$ cat src/rtl/mem_op_requester.sv
// Cache-side memory operation requester: accepts READ/RDEX/FLUSH requests,
// issues ring memory ops, collects fill words and handles retry/grant resends.
module mem_op_requester #(
    parameter logic [3:0] CORE_ID     = 4'd1,
    parameter logic [3:0] MSG_ADDRESS = 4'd2,
    parameter logic [3:0] MSG_GRANT   = 4'd6
) (
    input  logic         clock,
    input  logic         reset,
    input  logic         reqValid,
    output logic         reqReady,
    input  logic [1:0]   reqType,
    input  logic         reqUpgrade,
    input  logic [27:0]  reqAddr,
    input  logic [255:0] reqFlushData,
    input  logic         memOpQfull,
    output logic         wrMemOp,
    output logic [31:0]  memOpOut,
    output logic [3:0]   memOpDestOut,
    input  logic         writeDataQfull,
    output logic         wrWriteData,
    output logic [127:0] writeDataOut,
    input  logic [31:0]  RDreturn,
    input  logic [3:0]   RDdest,
    input  logic         resendValid,
    input  logic [39:0]  resendIn,
    output logic         fillValid,
    output logic [255:0] fillData,
    output logic         grantValid,
    output logic [7:0]   retryCount,
    output logic         protoErr
);
    typedef enum logic [2:0] {
        S_IDLE, S_FLUSH_D0, S_FLUSH_D1, S_ISSUE, S_WAIT_FILL, S_WAIT_GRANT
    } state_t;

    localparam logic [1:0] T_FLUSH   = 2'b00;
    localparam logic [1:0] T_ILLEGAL = 2'b10;
    localparam logic [1:0] T_RDEX    = 2'b11;

    state_t         r_state, w_next;
    logic [1:0]     r_type;
    logic           r_upgrade;
    logic [27:0]    r_addr;
    logic [255:0]   r_flushData;
    logic           r_retry;
    logic [2:0]     r_cnt;
    logic [7:0]     r_retryCount;
    logic           r_protoErr;
    logic [255:0]   r_fillData;
    logic           r_fillValid;
    logic           r_grantValid;

    logic w_rdHit, w_rsMine, w_rsRetry, w_rsGrant;
    logic w_accept, w_issueFill, w_store, w_retry, w_lastWord, w_grant, w_err;

    assign w_rdHit   = (RDdest == CORE_ID);
    assign w_rsMine  = resendValid && (resendIn[39:36] == CORE_ID);
    assign w_rsRetry = w_rsMine && (resendIn[35:32] == MSG_ADDRESS);
    assign w_rsGrant = w_rsMine && (resendIn[35:32] == MSG_GRANT);

    assign memOpOut     = {r_retry, r_upgrade, r_type, r_addr & 28'hFFF_FFFE};
    assign memOpDestOut = CORE_ID;
    assign writeDataOut = (r_state == S_FLUSH_D1) ? r_flushData[255:128] : r_flushData[127:0];
    assign fillValid    = r_fillValid;
    assign fillData     = r_fillData;
    assign grantValid   = r_grantValid;
    assign retryCount   = r_retryCount;
    assign protoErr     = r_protoErr;

    always_ff @(posedge clock) begin
        if (reset) r_state <= S_IDLE;
        else       r_state <= w_next;
    end

    always_comb begin
        w_next      = r_state;
        reqReady    = 1'b0;
        wrMemOp     = 1'b0;
        wrWriteData = 1'b0;
        w_accept    = 1'b0;
        w_issueFill = 1'b0;
        w_store     = 1'b0;
        w_retry     = 1'b0;
        w_lastWord  = 1'b0;
        w_grant     = 1'b0;
        case (r_state)
            S_IDLE: begin
                reqReady = reqValid;
                w_accept = reqValid;
                if (reqValid) begin
                    if (reqType == T_FLUSH)        w_next = S_FLUSH_D0;
                    else if (reqType != T_ILLEGAL) w_next = S_ISSUE;
                end
            end
            S_FLUSH_D0: if (!writeDataQfull) begin
                wrWriteData = 1'b1;
                w_next      = S_FLUSH_D1;
            end
            S_FLUSH_D1: if (!writeDataQfull) begin
                wrWriteData = 1'b1;
                w_next      = S_ISSUE;
            end
            S_ISSUE: if (!memOpQfull) begin
                wrMemOp = 1'b1;
                if (r_type == T_FLUSH)                   w_next = S_IDLE;
                else if (r_type == T_RDEX && r_upgrade)  w_next = S_WAIT_GRANT;
                else begin
                    w_next      = S_WAIT_FILL;
                    w_issueFill = 1'b1;
                end
            end
            S_WAIT_FILL: begin
                // A retry in the same cycle as a fill word discards the word.
                if (w_rsRetry) begin
                    w_retry = 1'b1;
                    w_next  = S_ISSUE;
                end else if (w_rdHit) begin
                    w_store = 1'b1;
                    if (r_cnt == 3'd7) begin
                        w_lastWord = 1'b1;
                        w_next     = S_IDLE;
                    end
                end
            end
            S_WAIT_GRANT: begin
                if (w_rsRetry) begin
                    w_retry = 1'b1;
                    w_next  = S_ISSUE;
                end else if (w_rsGrant) begin
                    w_grant = 1'b1;
                    w_next  = S_IDLE;
                end
            end
            default: w_next = S_IDLE;
        endcase
        if (reset) begin
            reqReady    = 1'b0;
            wrMemOp     = 1'b0;
            wrWriteData = 1'b0;
        end
    end

    assign w_err = (w_rdHit && r_state != S_WAIT_FILL)
                || (w_rsGrant && r_state != S_WAIT_GRANT)
                || (w_accept && reqType == T_ILLEGAL);

    // Request payload only changes on acceptance, so it needs no reset.
    always_ff @(posedge clock) begin
        if (!reset && w_accept) begin
            r_type      <= reqType;
            r_upgrade   <= reqUpgrade;
            r_addr      <= reqAddr;
            r_flushData <= reqFlushData;
        end
    end

    always_ff @(posedge clock) begin
        if (reset) begin
            r_retry      <= 1'b0;
            r_cnt        <= '0;
            r_retryCount <= '0;
            r_protoErr   <= 1'b0;
            r_fillData   <= '0;
            r_fillValid  <= 1'b0;
            r_grantValid <= 1'b0;
        end else begin
            r_fillValid  <= w_lastWord;
            r_grantValid <= w_grant;
            if (w_err)       r_protoErr <= 1'b1;
            if (w_accept)    r_retry    <= 1'b0;
            if (w_issueFill) r_cnt      <= '0;
            if (w_store) begin
                r_fillData[{r_cnt, 5'b0} +: 32] <= RDreturn;
                r_cnt <= r_cnt + 3'd1;
            end
            if (w_retry) begin
                r_retry <= 1'b1;
                r_cnt   <= '0;
                if (r_retryCount != 8'hFF) r_retryCount <= r_retryCount + 8'd1;
            end
        end
    end
endmodule

$ cat config.mk
export PLATFORM = sky130hd
export DESIGN_NAME = mem_op_requester
export DESIGN_NICKNAME = d
export VERILOG_FILES = /design/src/rtl/mem_op_requester.sv
export SDC_FILE = /design/constraint.sdc
export NUM_CORES = 1
export LEC_CHECK = 0
export CORE_AREA = 2 2 309 311
export DETAILED_ROUTE_END_ITERATION = 10
export DIE_AREA = 0 0 311 313
export MAX_ROUTING_LAYER = met4
export PLACE_DENSITY = 0.54
export SYNTH_ARGS = -nofsm -noshare
export SYNTH_HDL_FRONTEND = slang
export SYNTH_SLANG_ARGS = --single-unit
$ cat constraint.sdc
create_clock -name clock -period 64.4 [get_ports clock]
set_input_delay 12.88 -clock clock [delete_from_list [all_inputs] [get_ports clock]]
set_output_delay 12.88 -clock clock [all_outputs]
set_load 0.02 [all_outputs]
==> results.toml, run 1 <==
[run_status]
run_status = "finished clean"

[synth]
ys.warnings.count = 0
synth_area_per_cell_um2 = 11.8
async_flop_share_pct = 0
syn_area_um2 = 20800
synth.distinct_cells = 48
synth_enable_flop_cells = 286
ys_seq_elements = 560
syn_inst = 1760
seq_area_frac_synth_pct = 67.8
synth_top_flop_cell = "edfxtp_1"

[grt]
grt_usage_pct = 18.3
grt_max_degree = 194
grt_pass1_vias = 15900
grt_pass1_wl_um = 122000
antenna_found_initial = 17
grt_overflow_total = 0

[worst_setup_path]
rr_endpoint = "r_flushData[255]$_DFFE_PP_"
crit_type = "input pin to primary output"
reg2reg_slack_ns = 60.27
end_kind = "primary output"
arrival_ns = 14.41
cp-start-kind = "input pin"
reg2reg_depth = 7
crit_path_max_fanout = 3
timing.rr.start = "r_state[0]$_SDFFE_PP0P_"
cp.required_ns = 51.52

[clocking]
clock_path_buffers = 3
post-cts-setup-buffer-count = 0
cts_hold_buf = 0
cts_buffers = 68
cts.sinks = 560
clkLatencyLatePin_ns = 0.63
cts_tree = "built"
clk_pin_slew_worst_paths_ns = 0.06
cts_resized = 0
cts_root_buffer = "clkbuf_16"
cts.htree.levels = 3

[sta]
slew_viol_final = 0
relSlewSlack_pct = 19.9
tightest_slew_ns = 1.20
clock.fmax_ghz = 0.0366
hold_viol_final = 0
rsz0062_at_grt = "false"
period_share_pct = 42.4
fin_skew_ns = 0.0253
setup_viol = 0
fin_setup_tns_ns = 0
min_period_ns = 27.29

[placed_design]
gp_congestion = 0.838
port_buffers = 764
dp_hpwl_um = 64500

[route]
finalWirelength_um = 89900
avgViaCountPerCell = 4.33
via_count = 16400
first_pass_iters = 5
drt_iter0_drc = 1124
ant_nets = 0
wl_per_cell_um = 23.8
route.detailed.drc = 0

[finish]
num-nets-final = 2830
fill_cells = 9531
layout-drive-gt1-share_pct = 10.8
area_growth_pct = 52.5

[pwr]
p_per_area_nw_per_um2 = 32.0
power_uw = 1010
max-vdd-ir-drop_mv = 0.0167
leakagePower_uw = 0.0101

[min_path]
min_from = "fillData[177]$_SDFFE_PP0P_"
worstHoldPathType = "flop to flop"
whs_path_depth = 2
min_to = "fillData[177]$_SDFFE_PP0P_"

[floorplanning]
fp.dieH_um = 313
die_w_um = 311
coreArea_um2 = 94200
io_pins = 803
initial_utilization_pct = 22.0
dieArea_um2 = 97300
rows = 113

[run]
drv_cap = 0
worst max-delay path, stage by stage:
cell	delay [ns]
clkdlybuf4s50_1	0.48
nand3_1	0.17
nor2_4	0.22
clkdlybuf4s50_1	0.65
cells in the mapped netlist, drive strengths merged, types with 2 or more instances:
library cell / instances / area, um2
and2: 2 / 12.5
dfxtp: 274 / 5490
nor4: 9 / 86.3
or3: 4 / 25.0
o21ai: 21 / 105
xnor2: 7 / 61.3
buf: 52 / 312
or2: 4 / 25.0
mux2i: 14 / 140
inv: 8 / 30.0
nor3: 14 / 96.4
or4: 4 / 30.0
edfxtp: 286 / 8590
clkbuf: 117 / 440
nand3: 201 / 1010
and3: 3 / 18.8
a21oi: 233 / 1170
nand4: 20 / 125
nor2: 34 / 128
conb: 2 / 7.51
nand3b: 2 / 15.0
or4b: 2 / 20.0
nor3b: 5 / 37.5
ha: 7 / 87.6
a211oi: 2 / 15.0
nand2: 270 / 1010
mux2: 128 / 1440
nand2b: 24 / 150
cell families (layout without fill, tap and decap cells):
group	after synthesis	in the layout	synth area share, %
compound gates	263	263	6.46
xor+xnor	7	7	0.295
fa+ha+maj	7	7	0.422
buf+inv	177	914	3.77
flops	560	560	67.8
mux	142	142	7.62
other cells	2	20	0.0362
simple gates	602	602	13.6
registers in the layout, summed over array words and instances, names as in the netlist:
signal / cells
r_cnt: 3
protoErr: 1
fillValid: 1
r_state: 3
r_retry: 1
r_flushData: 256
r_type: 2
retryCount: 8
r_addr: 27
grantValid: 1
fillData: 256
r_upgrade: 1
layer usage:
layer	part of all wire [%]	vias up	global-route usage [%]
met4	4.1	0	8.21
met1	38	7943	19.5
li1	-	7618	-
met5	0	-	-
met2	48	662	29.5
met3	9.5	136	7.79
power by group:
group	internal (uW)	switching, uW	total (uW)
clock network	214	154	368
registers	408	8.14	416
logic	102	126	228
total	724	288	1010
layout by cell type (no fill, tap or decap), types with 4 or more instances in the layout:
cell type	n
a21oi_1	233
buf_4	24
clkbuf_1	19
clkbuf_16	70
clkbuf_8	5
clkdlybuf4s50_1	763
clkinv_2	8
conb_1	5
dfxtp_1	274
diode_2	15
edfxtp_1	286
ha_1	7
inv_1	8
mux2_2	128
mux2i_1	14
nand2_1	269
nand2b_1	24
nand3_1	201
nand4_1	20
nor2_1	32
nor3_1	9
nor3_4	4
nor4_1	7
o21ai_0	20
or3_1	4
or4_1	4
xnor2_1	7
through the flow:
step | utilization, % | setup slack [ns] | cells | area [um2] | hold slack [ns]
after floorplan | - | 25.97 | 1763 | 20800 | 0.437
after global placement | 31.4 | 37.13 | 3649 | 29500 | 0.437
after global routing | 33.6 | 37.05 | 3780 | 31700 | 0.468
after CTS | 33.6 | 37.11 | 3765 | 31600 | 0.450
after detailed placement | 31.4 | 37.11 | 3649 | 29500 | 0.443
final | 33.6 | 37.11 | 3780 | 31700 | 0.449
worst max path at each step:
stage	start	endpoint	cells past startpoint
after detailed placement	reqValid	reqReady	4
final	reqValid	reqReady	4
after CTS	reqValid	reqReady	4
after floorplan	reset	reqReady	4
after global placement	reqValid	reqReady	4
after global routing	reqValid	reqReady	4
layout make-up:
type | count | area, um2 | area share (%)
Tap cell | 1265 | 1580 | 5.00
Multi-Input combinational cell | 1026 | 5970 | 18.8
Sequential cell | 560 | 14100 | 44.4
Antenna cell | 15 | 37.5 | 0.119
Timing Repair Buffer | 790 | 7870 | 24.9
Clock inverter | 22 | 209 | 0.660
Clock buffer | 94 | 1890 | 5.97
Inverter | 8 | 30.0 | 0.0948
No activity file was read; power rests on OpenSTA's default activity.
==> inputs of run 2 (changes only) <==
--- a/config.mk
+++ b/config.mk
@@ -9,7 +9,7 @@
 export DETAILED_ROUTE_END_ITERATION = 10
 export DIE_AREA = 0 0 311 313
 export MAX_ROUTING_LAYER = met4
-export PLACE_DENSITY = 0.54
+export PLACE_DENSITY = 0.56
 export SYNTH_ARGS = -nofsm -noshare
 export SYNTH_HDL_FRONTEND = slang
 export SYNTH_SLANG_ARGS = --single-unit
==> constraint.sdc (replaced) <==
create_clock -name clock -period 24.1 [get_ports clock]
set_input_delay 4.82 -clock clock [delete_from_list [all_inputs] [get_ports clock]]
set_output_delay 4.82 -clock clock [all_outputs]
set_load 0.02 [all_outputs]
==> run 2 against run 1 <==
Effect of this change:
- utilization is 0.069 points higher
- count of clock-buffer cells in the layout is 6 lower
- final cell count about the same
- total power grew to 2.7 times the previous value
- register-to-register slack lost 40 ns
- sequential share of layout area down 0.091 points
- critical path type unchanged
- first-iteration DRC count grew 6.0%
- setup slack got worse by 25 ns
==> results.toml, run 2 (synthesis results as in run 1) <==
[sta]
hold-worst-slack_ns = 0.448
fin_setup_tns_ns = 0
tightest_slew_ns = 1.18
setup_ws_ns = 12.32
relSlewSlack_pct = 21.6
hold_viol_final = 0
setup_viol = 0
rsz0062_at_grt = "false"
fin_skew_ns = 0.0196
clock.fmax_ghz = 0.0849
min_period_ns = 11.78
slew_viol_final = 0
period_share_pct = 48.9

[route]
first_pass_iters = 5
wl_per_cell_um = 23.9
via_count = 16500
drt_iter0_drc = 1192
ant_nets = 0
finalWirelength_um = 90400
avgViaCountPerCell = 4.37
route.detailed.drc = 0

[worst_setup_path]
crit_type = "input pin to primary output"
critPathBufInv = 3
crit_chain = "clkdlybuf4s50_1 -> nand3_1 -> nor2_4 -> buf_4 -> clkdlybuf4s50_1"
cpMaxStageDelayCell = "clkdlybuf4s50_1"
crit_path_max_incr_delay_ns = 0.74
cp.required_ns = 19.28
crit_path_max_fanout = 55
arrival_ns = 6.96
critPathTopFamily = "buffers and inverters"
cp_common_cell = "clkdlybuf4s50_1"
end_kind = "primary output"
cp-start-kind = "input pin"

[floorplanning]
coreArea_um2 = 94200
io_pins = 803
die_w_um = 311
rows = 113
dieArea_um2 = 97300
initial_utilization_pct = 22.0
fp.dieH_um = 313

[pwr]
max-vdd-ir-drop_mv = 0.0437
leakagePower_uw = 0.0101
p_per_area_nw_per_um2 = 85.9

[grt]
grt_usage_pct = 18.5
grt_overflow_total = 0
grt_max_degree = 172
antenna_found_initial = 26
grt_pass1_vias = 16100
grt_pass1_wl_um = 124000

[clocking]
cts_hold_buf = 0
cts.sinks = 560
cts_buffers = 69
clkLatencyLatePin_ns = 0.62
cts_tree = "built"
cts.htree.levels = 3
post-cts-setup-buffer-count = 0
clock_path_buffers = 3
clk_pin_slew_worst_paths_ns = 0.05
cts_root_buffer = "clkbuf_16"
cts_resized = 0

[finish]
mostFrequentLayoutCells = "clkdlybuf4s50_1, edfxtp_1, dfxtp_1"
layout-drive-gt1-share_pct = 10.8
area_growth_pct = 52.8
num-nets-final = 2827
final_common_cell = "clkdlybuf4s50_1"

[placed_design]
dp_hpwl_um = 64400
gp_congestion = 0.810
dp_slack_ns = 12.31
port_buffers = 764

[run]
drv_cap = 0

[run_status]
run_status = "finished clean"

[min_path]
worstHoldPathType = "flop to flop"
==> run 2: cell types whose count changed in the layout (fill, tap and decap cells not counted), moves of 2 or more <==
cell	previous run	this run
inv_6	2	4
buf_4	24	19
clkbuf_16	70	72
clkinv_1	3	13
clkbuf_1	19	9
clkbuf_8	5	7
==> run 2: area by class of cell <==
class / instances / area [um2]
antenna: 15 / 37.5
fill: 9544 / 62400
multi-input combinational: 1026 / 5970
tap: 1265 / 1580
timing repair buffer: 786 / 7860
inverter: 8 / 30.0
clock inverter: 33 / 251
clock buffer: 88 / 1930
sequential: 560 / 14100
==> run 2: per-layer routing <==
layer	routed length, um	global-route usage, %	part of all wire, %	vias to the layer above
met5	0	-	0	-
met4	3490	7.26	3.9	0
met3	9230	8.04	10	163
met2	43800	30.3	48	693
met1	33900	19.5	37	8034
li1	-	-	-	7619
==> run 2: power breakdown <==
| group | leakage (uW) | internal (uW) | switching (uW) |
|---|---|---|---|
| sequential | 0.00485 | 1090 | 21.9 |
| combinational | 0.00421 | 275 | 330 |
| clock | 0.00106 | 589 | 421 |
==> run 2: stage by stage <==
| stage | area, um2 | power [uW] | std cells | utilization [%] |
|---|---|---|---|---|
| 3_3_place_gp | 29500 | 1750 | 3645 | 31.3 |
| 4_1_cts | 31700 | 2780 | 3766 | 33.7 |
| 6_report | 31700 | 2730 | 3781 | 33.7 |
| 2_1_floorplan | 20800 | 1460 | 1763 | - |
| 3_5_place_dp | 29500 | 1750 | 3645 | 31.3 |
| 5_1_grt | 31700 | 2830 | 3778 | 33.7 |
==> run 2: final timing paths <==
kind / end / slack [ns] / from / cells after the start
setup / recovery: reqReady / 12.32 / reqValid / 5
hold / removal: fillData[24]$_SDFFE_PP0P_ / 0.45 / fillData[24]$_SDFFE_PP0P_ / 2
setup reg to reg: r_flushData[133]$_DFFE_PP_ / 20.46 / r_state[0]$_SDFFE_PP0P_ / 6
hold reg to reg: fillData[24]$_SDFFE_PP0P_ / 0.45 / fillData[24]$_SDFFE_PP0P_ / 2
==> run 2: tightest hold or removal path, stage by stage, from the launching register on <==
cell	delay (ns)
dfxtp_1	0.30
nand2_1	0.05
a21oi_1	0.05
